## src/rtl/fetch_ctrl_pkg.sv

```systemverilog
// Shared types and constants for the instruction-fetch sequencer.
package fetch_ctrl_pkg;

  typedef enum logic [1:0] {
    S_RESET = 2'd0,
    S_FETCH = 2'd1,
    S_KILL  = 2'd2,
    S_HOLD  = 2'd3
  } fetch_state_t;

  localparam logic RST_ENABLE   = 1'b0;
  localparam logic CHIP_ENABLE  = 1'b1;
  localparam logic CHIP_DISABLE = 1'b0;
  localparam int   INST_W       = 32;

endpackage

```

## src/rtl/fetch_ctrl_if.sv

```systemverilog
// Instruction-memory request/ack bus plus the IF/ID delivery bundle.
interface fetch_ctrl_if #(parameter int ADDR_W = 32);
  import fetch_ctrl_pkg::*;

  logic              ce;
  logic              imem_req;
  logic [ADDR_W-1:0] imem_addr;
  logic              imem_ack;
  logic [INST_W-1:0] imem_rdata;
  logic              if_valid;
  logic [ADDR_W-1:0] if_pc;
  logic [INST_W-1:0] if_inst;

  modport master (
    output ce, imem_req, imem_addr, if_valid, if_pc, if_inst,
    input  imem_ack, imem_rdata
  );

  modport slave (
    input  ce, imem_req, imem_addr, if_valid, if_pc, if_inst,
    output imem_ack, imem_rdata
  );

endinterface

```

## src/rtl/fetch_ctrl_pc_next.sv

```systemverilog
// Combinational next-PC selection: redirect priority, word alignment and sequential increment.
module fetch_ctrl_pc_next #(
  parameter int ADDR_W = 32
) (
  input  logic [ADDR_W-1:0] pc_cur,
  input  logic              fetch_done,
  input  logic              stall,
  input  logic              branch_flag,
  input  logic [ADDR_W-1:0] branch_target,
  input  logic              flush,
  input  logic [ADDR_W-1:0] new_pc,
  output logic              redirect,
  output logic [ADDR_W-1:0] pc_next
);

  localparam logic [ADDR_W-1:0] ALIGN_MASK = {{(ADDR_W-2){1'b1}}, 2'b00};
  localparam logic [ADDR_W-1:0] PC_STEP    = ADDR_W'(4);

  logic [ADDR_W-1:0] target;

  // A branch while stalled is ignored; ID re-presents it once the stall clears.
  always_comb begin
    redirect = flush | (branch_flag & ~stall);
    target   = (flush ? new_pc : branch_target) & ALIGN_MASK;
    if (redirect) begin
      pc_next = target;
    end else if (fetch_done) begin
      pc_next = pc_cur + PC_STEP;
    end else begin
      pc_next = pc_cur;
    end
  end

endmodule

```

## src/rtl/fetch_ctrl.sv

```systemverilog
// Instruction-fetch sequencer: owns the PC, issues imem requests, delivers {pc, inst, valid} to IF/ID.
//   state   | meaning
//   S_RESET | out of reset, first request not yet issued
//   S_FETCH | request outstanding at pc
//   S_KILL  | request to a stale address outstanding, its data is discarded
//   S_HOLD  | no request, delivered instruction held by stall
module fetch_ctrl
  import fetch_ctrl_pkg::*;
#(
  parameter int              ADDR_W   = 32,
  parameter logic [ADDR_W-1:0] RESET_PC = '0
) (
  input  logic              clk,
  input  logic              rst,
  input  logic              stall,
  input  logic              branch_flag,
  input  logic [ADDR_W-1:0] branch_target,
  input  logic              flush,
  input  logic [ADDR_W-1:0] new_pc,
  fetch_ctrl_if.master      bus
);

  fetch_state_t      state_q, state_d;
  logic [ADDR_W-1:0] pc_q, pc_d;
  logic              req_q, req_d;
  logic              ce_q, ce_d;
  logic [ADDR_W-1:0] addr_q, addr_d;
  logic              if_valid_q, if_valid_d;
  logic [ADDR_W-1:0] if_pc_q, if_pc_d;
  logic [INST_W-1:0] if_inst_q, if_inst_d;

  logic              ack;
  logic              fetch_done;
  logic              redirect;
  logic [ADDR_W-1:0] pc_next;

  assign ack        = bus.imem_ack;
  assign fetch_done = (state_q == S_FETCH) & ack;

  fetch_ctrl_pc_next #(.ADDR_W(ADDR_W)) u_pc_next (
    .pc_cur        (pc_q),
    .fetch_done    (fetch_done),
    .stall         (stall),
    .branch_flag   (branch_flag),
    .branch_target (branch_target),
    .flush         (flush),
    .new_pc        (new_pc),
    .redirect      (redirect),
    .pc_next       (pc_next)
  );

  always_ff @(posedge clk) begin
    if (rst == RST_ENABLE) begin
      state_q <= S_RESET;
    end else begin
      state_q <= state_d;
    end
  end

  always_comb begin
    state_d = state_q;
    case (state_q)
      S_RESET: state_d = S_FETCH;
      S_FETCH: begin
        if (redirect) begin
          state_d = ack ? S_FETCH : S_KILL;
        end else if (ack && stall) begin
          state_d = S_HOLD;
        end
      end
      S_KILL:  state_d = ack ? S_FETCH : S_KILL;
      S_HOLD:  state_d = (redirect || !stall) ? S_FETCH : S_HOLD;
      default: state_d = S_RESET;
    endcase
  end

  // A held instruction is consumed on the first unstalled edge unless a completion replaces it.
  always_comb begin
    pc_d       = pc_next;
    req_d      = req_q;
    addr_d     = addr_q;
    if_valid_d = (stall && !redirect) ? if_valid_q : 1'b0;
    if_pc_d    = if_pc_q;
    if_inst_d  = if_inst_q;
    case (state_q)
      S_RESET: begin
        req_d  = 1'b1;
        addr_d = pc_next;
      end
      S_FETCH: begin
        if (ack) begin
          req_d  = redirect | ~stall;
          addr_d = pc_next;
          if (!redirect) begin
            if_valid_d = 1'b1;
            if_pc_d    = addr_q;
            if_inst_d  = bus.imem_rdata;
          end
        end
      end
      S_KILL: begin
        if (ack) begin
          req_d  = 1'b1;
          addr_d = pc_next;
        end
      end
      S_HOLD: begin
        if (redirect || !stall) begin
          req_d  = 1'b1;
          addr_d = pc_next;
        end else begin
          req_d = 1'b0;
        end
      end
      default: req_d = 1'b0;
    endcase
    ce_d = req_d ? CHIP_ENABLE : CHIP_DISABLE;
  end

  always_ff @(posedge clk) begin
    if (rst == RST_ENABLE) begin
      pc_q       <= RESET_PC;
      req_q      <= 1'b0;
      ce_q       <= CHIP_DISABLE;
      addr_q     <= '0;
      if_valid_q <= 1'b0;
      if_pc_q    <= '0;
      if_inst_q  <= '0;
    end else begin
      pc_q       <= pc_d;
      req_q      <= req_d;
      ce_q       <= ce_d;
      addr_q     <= addr_d;
      if_valid_q <= if_valid_d;
      if_pc_q    <= if_pc_d;
      if_inst_q  <= if_inst_d;
    end
  end

  assign bus.ce        = ce_q;
  assign bus.imem_req  = req_q;
  assign bus.imem_addr = addr_q;
  assign bus.if_valid  = if_valid_q;
  assign bus.if_pc     = if_pc_q;
  assign bus.if_inst   = if_inst_q;

endmodule
```

## src/flat_wrapper.sv

```systemverilog
// flat-port wrapper written by rule: the top's interface ports become plain ports
module fetch_ctrl_flat import fetch_ctrl_pkg::*;
#(
  parameter int              ADDR_W   = 32,
  parameter logic [ADDR_W-1:0] RESET_PC = '0
)
  (clk, rst, stall, branch_flag, branch_target, flush, new_pc, bus_ce, bus_imem_req, bus_imem_addr, bus_if_valid, bus_if_pc, bus_if_inst, bus_imem_ack, bus_imem_rdata);
  fetch_ctrl_if #(.ADDR_W(ADDR_W)) bus_i ();
  input  logic clk;
  input  logic rst;
  input  logic stall;
  input  logic branch_flag;
  input  logic [ADDR_W-1:0] branch_target;
  input  logic flush;
  input  logic [ADDR_W-1:0] new_pc;
  output wire logic [$bits(bus_i.ce)-1:0] bus_ce;
  output wire logic [$bits(bus_i.imem_req)-1:0] bus_imem_req;
  output wire logic [$bits(bus_i.imem_addr)-1:0] bus_imem_addr;
  output wire logic [$bits(bus_i.if_valid)-1:0] bus_if_valid;
  output wire logic [$bits(bus_i.if_pc)-1:0] bus_if_pc;
  output wire logic [$bits(bus_i.if_inst)-1:0] bus_if_inst;
  input wire logic [$bits(bus_i.imem_ack)-1:0] bus_imem_ack;
  input wire logic [$bits(bus_i.imem_rdata)-1:0] bus_imem_rdata;
  assign bus_ce = bus_i.ce;
  assign bus_imem_req = bus_i.imem_req;
  assign bus_imem_addr = bus_i.imem_addr;
  assign bus_if_valid = bus_i.if_valid;
  assign bus_if_pc = bus_i.if_pc;
  assign bus_if_inst = bus_i.if_inst;
  assign bus_i.imem_ack = bus_imem_ack;
  assign bus_i.imem_rdata = bus_imem_rdata;
  fetch_ctrl #(.ADDR_W(ADDR_W), .RESET_PC(RESET_PC)) u_core (.clk(clk), .rst(rst), .stall(stall), .branch_flag(branch_flag), .branch_target(branch_target), .flush(flush), .new_pc(new_pc), .bus(bus_i));
endmodule
```

## config.mk

```make
export PLATFORM = sky130hd
export DESIGN_NAME = fetch_ctrl_flat
export DESIGN_NICKNAME = d
export VERILOG_FILES = /design/src/rtl/fetch_ctrl_pkg.sv /design/src/rtl/fetch_ctrl_if.sv /design/src/rtl/fetch_ctrl_pc_next.sv /design/src/rtl/fetch_ctrl.sv /design/src/flat_wrapper.sv
export SDC_FILE = /design/constraint.sdc
export NUM_CORES = 1
export LEC_CHECK = 0
export ABC_AREA = 0
export BUFFER_PORTS_ARGS = -buffer_cell sky130_fd_sc_hd__buf_2
export CORE_ASPECT_RATIO = 0.6
export CORE_MARGIN = 5
export CORE_UTILIZATION = 56
export CTS_BUF_LIST = sky130_fd_sc_hd__clkbuf_4
export DETAILED_ROUTE_END_ITERATION = 6
export GPL_TIMING_DRIVEN = 0
export HOLD_SLACK_MARGIN = 0.03
export PLACE_DENSITY_LB_ADDON = 0.08
export SYNTH_ARGS = -nofsm -noshare
export SYNTH_HDL_FRONTEND = slang
export SYNTH_SLANG_ARGS = --single-unit
```

## constraint.sdc

```tcl
create_clock -name clk -period 4.4 [get_ports clk]
set_clock_uncertainty 0.15 [all_clocks]
set_input_delay 0.22 -clock clk [delete_from_list [all_inputs] [get_ports clk]]
set_output_delay 0.22 -clock clk [all_outputs]
set_load 0.05 [all_outputs]
```

==> flow_summary.ini, run 1 <==
[placement]
placed_area_sq_mm = 0.00720
dp_hpwl_um = 14500
place_ws_ps = 1820
place.gp.congestion = 0.918
dp_cells = 1048
portBuffers = 194

[global_route]
groute.usage.overall_pct = 30.1
grt_pass1_vias = 6181
grt_max_degree = 17
overflow = 0
grt_pass1_wl_um = 31200
antenna_found_initial = 0

[timing]
hold_viol_final = 0
setup_viol = 0
slew_headroom_pct = 36.0
max_freq_mhz = 392
tightest_slew_ps = 952
tns_ps = 0
fin_crit_ps = 2550
rsz0062_at_grt = no
fin_crit_sh_pct = 58.0
setup_ws_ps = 1850
drv_slew = 0

[die]
dieArea_sq_mm = 0.0131
rows = 29
start_util_pct = 57.4
die-height_um = 90.6
coreArea_sq_mm = 0.0106
die_w_um = 144
io_pins = 201

[critical_path]
crit_path_top_delay_cell = dfxtp_1
endpoint_kind = register
critPathTopFamily = simple AND/OR/NAND/NOR gates
r2r-start = u_core.state_q[1]$_SDFFE_PN0P_
path_buf_inv = 2
critPathArrivalTime_ps = 2810
r2r_slack_ps = 1850
crit_required_ps = 4650
rr_endpoint = u_core.bus.imem_addr[14]$_SDFFE_PN0P_
crit_type = register to register
critPathMaxStageDelay_ps = 360
cp_max_fo = 5
r2r_cells = 9
cp-start-kind = register
crit_chain = inv_1 > ha_1 > nand3_1 > or2_2 > clkbuf_1 > nor4_1 > xor2_1 > o2111ai_1 > nand2_1

[logic_synthesis]
syn_area_sq_mm = 0.00606
synth_top_area_share_pct = 43.6
seq_area_frac_synth_pct = 43.6
synth_xor_area_share_pct = 4.19
synthMuxAreaShare_pct = 4.65
netlist_instances = 715
yosys_register_bits = 132
ys.flop_type = dfxtp_1
syn_avg_cell_area_sq_um = 8.47
async_flop_share_pct = 0
synthTopCellsByArea = dfxtp_1 44%, nand2_1 12%, a21boi_0 7.6%, mux2i_1 4.5%, nand3_1 2.5%
synthAdderAreaFrac_pct = 1.03
synth_compound_area_share_pct = 18.2
yosys.area_share.simple_pct = 23.2
synth_edf_count = 0
syn_nets = 822
synth_top_family_by_area = simple AND/OR/NAND/NOR gates
yosysWarnings = 0
yosys.cell_types.count = 46
synth_area_leader_cell = dfxtp_1

[min_path]
holdCritPathClass = primary input to register
min_path_cells = 4
hp-start = branch_target[31]
min_to = u_core.pc_q[31]$_SDFF_PN0_

[clock_network]
ctsRootBufferMaster = clkbuf_4
cts.sinks = 132
cts_max_level = 4
cts_buffer_depth = 2
clk_pin_slew_ps = 120
cts_tree = built
cts_buffers = 17
clock_latency_ps = 520
post_cts_buffers = 0

[drt]
drc = 0
drt_iter0_drc = 436
num_vias = 6399
postRouteAntennaNets = 0
drtPass1Iterations = 6
vias_per_cell = 5.50
wire_per_inst_um = 17.3
totalWireLength_um = 20100

[layout]
final_cell_count_no_fill = 1163
fin_nets = 1118
fill_cells = 741
final_area_sq_mm = 0.00833
diodes = 0
layout-drive-gt1-share_pct = 25.5
area_delta_synth_final_pct = 37.5

[power]
sw_frac_of_total_pct = 34.0
power_mw = 2.79
powerDensity_mw_per_mm2 = 336
p_comb_share_pct = 22.1
cellLeakagePower_nw = 3.79
clkPwrFrac_pct = 30.5
ir_drop_mv = 0.231
power.switching_uw = 950
p_seq_share_pct = 47.4
p_int_mw = 1.84

[job]
drv_cap = 0

[status]
status = completed
==> worst max-delay path by stage <==
stage,slack (ps),from,to,cells past startpoint
floorplan,2400,u_core.pc_q[9]$_SDFF_PN0_,u_core.bus.imem_addr[25]$_SDFFE_PN0P_,7
global placement,1910,flush,u_core.bus.if_pc[25]$_SDFFE_PN0P_,7
finish,1850,u_core.state_q[1]$_SDFFE_PN0P_,u_core.bus.imem_addr[14]$_SDFFE_PN0P_,9
CTS,1900,u_core.state_q[1]$_SDFFE_PN0P_,u_core.bus.if_pc[9]$_SDFFE_PN0P_,8
detailed placement,1820,flush,u_core.bus.if_pc[9]$_SDFFE_PN0P_,7
global route,1680,u_core.state_q[1]$_SDFFE_PN0P_,u_core.bus.if_inst[15]$_SDFFE_PN0P_,8
==> sequential cells by signal, summed over array words and instances (netlist names) <==
name	cells
u_core.state_q	2
u_core.bus.ce	1
u_core.pc_q	32
u_core.bus.if_inst	32
u_core.bus.if_pc	32
u_core.bus.if_valid	1
u_core.bus.imem_addr	32
==> cells in the final DEF, fill, tap and decap left out, drive strengths merged, types with 5 or more instances in the layout <==
cell type	count
nor2b	11
o211a	14
a21boi	78
inv	17
nor2	22
buf	214
dlygate4sd3	83
xor2	16
mux2i	27
o2111ai	7
nor3	7
a21oi	16
clkbuf	50
o211ai	7
nand4	10
ha	5
o21ai	14
nor4	7
dfxtp	132
and3	7
nand2	195
and2	11
xnor2	13
nand3	30
==> power groups by stage <==
stage / clock network, mW / registers (mW) / logic [mW]
4_1_cts: 0.863 / 1.32 / 0.607
3_3_place_gp: 0 / 1.35 / 0.529
5_1_grt: 0.906 / 1.33 / 0.658
3_5_place_dp: 0 / 1.35 / 0.541
6_report: 0.851 / 1.33 / 0.618
2_1_floorplan: 0 / 1.48 / 0.228
==> final cells by class <==
class                      count  area [sq um]  share of cell area, %
buffer                        53           272                   3.26
multi-input combinational    520          3100                   37.3
timing repair buffer         277          1800                   21.6
inverter                      10          37.5                  0.451
sequential                   132          2640                   31.7
clock inverter                15           169                   2.03
clock buffer                  17           128                   1.53
tap                          139           174                   2.09
==> cell families after synthesis <==
logic type	count (synthesis)
and+or+nand+nor	307
AOI/OAI and AO/OA	151
DFF	132
buffers and inverters	63
xor gates and xnor gates	29
muxes	28
adders and majority gates	5
==> metrics by stage <==
step                hold WS [ps]  utilization [%]
floorplan                    215                -
global placement             289             68.2
detailed placement           300             68.2
CTS                         30.4             78.9
global route                49.9             78.9
finish                      47.3             78.9
==> worst reg2reg max path, cell delays in order, from the launching register on <==
cell and delay (ps):
dfxtp_1 360, inv_1 90, ha_1 160, nand3_1 210, or2_2 330, clkbuf_1 260, nor4_1 360, xor2_1 160
o2111ai_1 270, nand2_1 90
==> cells in the mapped netlist, types with 2 or more instances <==
cell	number
nand2_1	195
dfxtp_1	132
a21boi_0	61
clkbuf_1	30
nand3_1	30
mux2i_1	27
nor2_1	22
a21boi_1	17
a21oi_1	16
xor2_1	16
o211a_1	14
xnor2_1	13
and2_1	11
buf_2	11
nor2b_1	11
o21ai_0	11
inv_1	10
nand4_1	9
and3_1	7
o2111ai_1	7
o211ai_1	7
buf_4	5
ha_1	5
nor3_2	5
nor4_1	5
a211oi_1	4
o21a_1	4
buf_6	3
o21ai_1	3
o31ai_1	3
or2_2	3
and4_1	2
clkbuf_4	2
nor3_1	2
==> metal layers <==
layer  global-route usage [%]  up-vias  share of wire [%]
li1                         -     3022                  -
met1                     40.4     3041                 43
met2                     48.1      295                 46
met3                     6.03       41                8.7
met4                     10.8        0                2.4
met5                        0        -                  0
==> repair_timing <==
action / in CTS / in global routing
endpoints found under the hold margin: 68 / 0
hold buffers: 83 / 0
gates resized for setup: 0 / 0
Note: power is estimated with default switching activity, not from simulation.
==> inputs of run 2 (changes only) <==
--- a/config.mk
+++ b/config.mk
@@ -9,7 +9,7 @@
 export BUFFER_PORTS_ARGS = -buffer_cell sky130_fd_sc_hd__buf_2
 export CORE_ASPECT_RATIO = 0.6
 export CORE_MARGIN = 5
-export CORE_UTILIZATION = 56
+export CORE_UTILIZATION = 47
 export CTS_BUF_LIST = sky130_fd_sc_hd__clkbuf_4
 export DETAILED_ROUTE_END_ITERATION = 6
 export GPL_TIMING_DRIVEN = 0
==> constraint.sdc (replaced) <==
create_clock -name clk -period 2.3 [get_ports clk]
set_clock_uncertainty 0.15 [all_clocks]
set_input_delay 0.115 -clock clk [delete_from_list [all_inputs] [get_ports clk]]
set_output_delay 0.115 -clock clk [all_outputs]
set_load 0.05 [all_outputs]
==> run 2 against run 1 <==
Cell area grew 2.9%. Wire length shrank 0.87%. Critical path type unchanged. Setup slack lost 1800 ps. Hold slack gained 15 ps. Core utilization shrank 12 points. Global-route usage shrank 4.9 points. Critical endpoint is now u_core.state_q[0]$_SDFFE_PN0P_. Power grew 90%. Highest routed layer unchanged. Non-clock buffer count grew 11. Critical path depth grew 1.
==> flow_summary.ini, run 2 (same netlist as run 1, synthesis figures left out) <==
[clock_network]
cts_buffer_depth = 2
clk_pin_slew_ps = 150
clock_latency_ps = 540
cts_tree = built
cts_buffers = 17
ctsRootBufferMaster = clkbuf_4
cts_max_level = 4
cts.sinks = 132

[placement]
dp_hpwl_um = 14500
dp_cells = 1079
place_ws_ps = -167
place.gp.congestion = 0.889
portBuffers = 194
placed_area_sq_mm = 0.00724

[critical_path]
endpoint_kind = register
critPathArrivalTime_ps = 2550
crit_required_ps = 2600
crit_type = register to register
cp_max_fo = 5
cp-start-kind = register

[timing]
whs_ps = 62.2
setup_ws_ps = 44.5
max_freq_mhz = 443
setup_viol = 0
tightest_slew_ps = 783
drv_slew = 0
hold_viol_final = 0
rsz0062_at_grt = yes
tns_ps = 0
fin_crit_sh_pct = 98.1
fin_crit_ps = 2260
slew_headroom_pct = 47.8

[layout]
fin_nets = 1129
diodes = 0
final_util_pct = 67.3
final_area_sq_mm = 0.00857
area_delta_synth_final_pct = 41.5
multi_input_area_sq_mm = 0.00319
layout_commonest_cell = buf_2
ff_latch_area_sq_mm = 0.00266
fill_cells = 1101
layout_common_cells = 204 x buf_2, 195 x nand2_1, 124 x dfxtp_1
final_cell_count_no_fill = 1205
layout-drive-gt1-share_pct = 28.5

[die]
die-height_um = 97.9
die_w_um = 157
io_pins = 201
rows = 32
dieArea_sq_mm = 0.0153
coreArea_sq_mm = 0.0127
start_util_pct = 47.6

[power]
power_mw = 5.31
cellLeakagePower_nw = 3.90
ir_drop_mv = 0.380
powerDensity_mw_per_mm2 = 620

[global_route]
grt_max_degree = 17
antenna_found_initial = 0
groute.usage.overall_pct = 25.3
overflow = 0
grt_pass1_wl_um = 30900
grt_pass1_vias = 6067

[job]
drv_cap = 0

[drt]
postRouteAntennaNets = 0
totalWireLength_um = 19900
drtPass1Iterations = 5
num_vias = 6302
wire_per_inst_um = 16.5
drt_iter0_drc = 436
vias_per_cell = 5.23
drc = 0

[status]
status = completed

[min_path]
holdCritPathClass = primary input to register
run 2: changes by cell type in the layout (fill, tap and decap cells not counted), moves of 6 or more:
| cell | delta |
|---|---|
| clkbuf_1 | -9 |
| buf_4 | +6 |
| dfxtp_1 | -8 |
| dlygate4sd3_1 | +7 |
| dfxtp_2 | +6 |
| clkbuf_2 | +8 |
run 2: worst paths after layout:
path / from / end / slack [ps] / cells after the start
min reg2reg: u_core.bus.imem_addr[21]$_SDFFE_PN0P_ / u_core.bus.if_pc[21]$_SDFFE_PN0P_ / 310 / 2
max reg2reg: u_core.state_q[1]$_SDFFE_PN0P_ / u_core.state_q[0]$_SDFFE_PN0P_ / 40 / 10
max: u_core.state_q[1]$_SDFFE_PN0P_ / u_core.state_q[0]$_SDFFE_PN0P_ / 40 / 10
min: branch_target[12] / u_core.pc_q[12]$_SDFF_PN0_ / 60 / 5
run 2: repair_timing:
action                     CTS  global route
setup buffers                0             6
gates resized for setup     12            31
pin swaps                    2             7
hold endpoints to repair    92             0
cloned                       0             0
setup endpoints to repair   85            85
hold buffers                90             0
run 2: per-layer routing:
metal / GRT usage, % / part of all wire [%] / routed length [um] / vias up
met4: 6.40 / 1.4 / 273 / 0
met2: 40.6 / 46 / 9200 / 227
met5: 0 / 0 / 0 / -
met1: 33.9 / 45 / 8940 / 2995
li1: - / - / - / 3054
met3: 6.82 / 7.5 / 1500 / 26
run 2: final cells by class:
type | instances | share of cell area [%]
multi-input cells | 520 | 37.2
flip-flops and latches | 132 | 31.0
plain buffers | 51 | 3.27
clock buffers | 17 | 1.49
repair buffers | 290 | 22.4
inverters | 10 | 0.467
well taps | 170 | 2.48
clock inverters | 15 | 1.71
run 2: worst max-delay path, stage by stage (launching register included):
cell,delay (ps)
dfxtp_4,380
inv_4,60
ha_4,130
buf_6,100
buf_4,120
inv_1,60
nor2_1,190
nand2_1,130
o21ai_0,190
a21oi_1,80
dlygate4sd3_1,560
run 2: where the power goes:
part / internal, mW / switching, mW / leakage [nW]
registers: 2.42 / 0.120 / 1.08
logic: 0.466 / 0.746 / 2.67
clock network: 0.564 / 0.996 / 0.140
==> inputs of run 3 (changes only) <==
==> constraint.sdc (replaced) <==
create_clock -name clk -period 2.3 [get_ports clk]
set_clock_uncertainty 0.15 [all_clocks]
set_input_delay 0.23 -clock clk [delete_from_list [all_inputs] [get_ports clk]]
set_output_delay 0.23 -clock clk [all_outputs]
set_load 0.05 [all_outputs]
==> run 3 against run 2 <==
The run now ends with setup timing left. Combinational power about the same. Power down 0.34%. Die area stayed put. Sequential power about the same. Non-clock buffer count shrank 4. First-iteration DRC count is 19% lower. Hold slack better by 6.4 ps. Critical path type unchanged.
==> flow_summary.ini, run 3 (same netlist as run 1, synthesis figures left out) <==
[status]
status = finished, violations left
violations = setup timing

[global_route]
grt_pass1_vias = 6025
grt_max_degree = 17
antenna_found_initial = 0
overflow = 0
grt_pass1_wl_um = 30700
groute.usage.overall_pct = 25.2

[die]
start_util_pct = 47.6
coreArea_sq_mm = 0.0127
rows = 32
dieArea_sq_mm = 0.0153
die-height_um = 97.9
die_w_um = 157
io_pins = 201

[clock_network]
cts_tree = built
cts_buffer_depth = 2
clk_pin_slew_ps = 140
clock_latency_ps = 530
cts.sinks = 132
cts_buffers = 17
cts_max_level = 4
ctsRootBufferMaster = clkbuf_4

[timing]
setup_ws_ps = -5.71
rsz0062_at_grt = yes
slew_headroom_pct = 47.2
drv_slew = 0
hold_viol_final = 0
tightest_slew_ps = 793
fin_crit_sh_pct = 100
fin_crit_ps = 2310
max_freq_mhz = 434
whs_ps = 68.6
setup_viol = 1

[critical_path]
cpMostUsedCell = buf_4
critPathMaxStageDelay_ps = 430
path_buf_inv = 4
endpoint_kind = register
crit_path_top_delay_cell = or3_4
crit_required_ps = 2570
rr_endpoint = u_core.bus.imem_addr[9]$_SDFFE_PN0P_
cp_max_fo = 5
crit_type = register to register
cp-start-kind = register
critPathArrivalTime_ps = 2580
r2r_slack_ps = -6
crit_chain = inv_4 > ha_4 > buf_6 > nand4_1 > buf_4 > or3_4 > buf_4 > xnor2_1 > a21oi_2 > o21ai_1
r2r_cells = 10
critPathTopFamily = simple AND/OR/NAND/NOR gates
r2r-start = u_core.state_q[1]$_SDFFE_PN0P_

[layout]
layout_commonest_cell = buf_2
layout_common_cells = 204 x buf_2, 195 x nand2_1, 124 x dfxtp_1
layout-drive-gt1-share_pct = 29.1
area_delta_synth_final_pct = 41.0
fill_cells = 1106
diodes = 0
fin_nets = 1125

[placement]
place_ws_ps = -282
dp_hpwl_um = 14500
place.gp.congestion = 0.889
portBuffers = 194

[min_path]
hp-start = new_pc[10]
min_path_cells = 4
min_to = u_core.pc_q[10]$_SDFF_PN0_
holdCritPathClass = primary input to register

[power]
powerDensity_mw_per_mm2 = 620
power_mw = 5.29
cellLeakagePower_nw = 3.88
ir_drop_mv = 0.379

[drt]
drc = 0
postRouteAntennaNets = 0
num_vias = 6280
drtPass1Iterations = 5
vias_per_cell = 5.23
wire_per_inst_um = 16.6
totalWireLength_um = 19900
drt_iter0_drc = 351

[job]
drv_cap = 0
[run 3: cell count changes in the layout (fill, tap and decap cells not counted)]
cell | previous run | this run
nand3_2 | 1 | 0
clkbuf_2 | 8 | 10
dlygate4sd3_1 | 90 | 84
o21ai_0 | 11 | 10
o21ai_1 | 2 | 3
nand3_4 | 0 | 1
buf_4 | 11 | 12
clkbuf_1 | 21 | 20
a21oi_2 | 0 | 2
a21oi_1 | 16 | 14
[run 3: cell type report]
cell class | instances | area [sq um] | area share [%]
Multi-Input combinational cell | 520 | 3200 | 37.5
Clock buffer | 17 | 128 | 1.49
Clock inverter | 15 | 146 | 1.71
Buffer | 52 | 287 | 3.36
Timing Repair Buffer | 285 | 1860 | 21.8
Sequential cell | 132 | 2660 | 31.1
Tap cell | 170 | 213 | 2.49
Inverter | 10 | 40.0 | 0.469
[run 3: per-stage QoR]
stage / TNS (ps) / instance area (sq um) / cells / utilization (%)
5_1_grt: -333 / 8540 / 1201 / 67.1
2_1_floorplan: 0 / 6060 / 715 / -
3_5_place_dp: -13860 / 7240 / 1079 / 56.9
3_3_place_gp: -12170 / 7240 / 1079 / 56.9
4_1_cts: 0 / 8390 / 1193 / 65.9
6_report: -5.71 / 8540 / 1201 / 67.1
[run 3: repair_timing]
action | 4_1_cts | 5_1_grt
hold endpoints to repair | 73 | 2
setup buffers | 0 | 7
resized for setup | 12 | 39
pin swaps | 2 | 9
setup endpoints to repair | 85 | 93
hold buffers | 83 | 1
[run 3: how the worst max path moves through the flow]
| stage | start | to | slack [ps] | cells past startpoint |
|---|---|---|---|---|
| finish | u_core.state_q[1]$_SDFFE_PN0P_ | u_core.bus.imem_addr[9]$_SDFFE_PN0P_ | -6 | 10 |
| global route | u_core.state_q[1]$_SDFFE_PN0P_ | u_core.bus.imem_addr[29]$_SDFFE_PN0P_ | -100 | 10 |
| CTS | u_core.state_q[1]$_SDFFE_PN0P_ | u_core.bus.imem_addr[15]$_SDFFE_PN0P_ | 1 | 9 |
| detailed placement | flush | u_core.bus.if_inst[7]$_SDFFE_PN0P_ | -280 | 7 |
| global placement | flush | u_core.bus.if_pc[8]$_SDFFE_PN0P_ | -240 | 7 |
| floorplan | u_core.pc_q[9]$_SDFF_PN0_ | u_core.bus.imem_addr[25]$_SDFFE_PN0P_ | 300 | 7 |
[run 3: report_power, final]
group          switching [mW]  total (mW)  leakage (nW)  internal (mW)
logic                   0.746        1.20          2.66          0.459
registers               0.121        2.54          1.08           2.42
clock network           0.985        1.55         0.140          0.564
total                    1.85        5.29          3.88           3.44
[run 3: routing by layer]
metal / routed length [um] / global-route usage [%]
met1: 8730 / 34.0
met4: 248 / 6.00
met5: 0 / 0
met3: 1710 / 6.73
met2: 9200 / 40.6
[run 3: worst reg2reg max path, cell delays in order (launching register included)]
cell     delay (ps)
dfxtp_4         380
inv_4            60
ha_4            130
buf_6           100
nand4_1         170
buf_4           200
or3_4           430
buf_4           160
xnor2_1         130
a21oi_2         210
o21ai_1          90
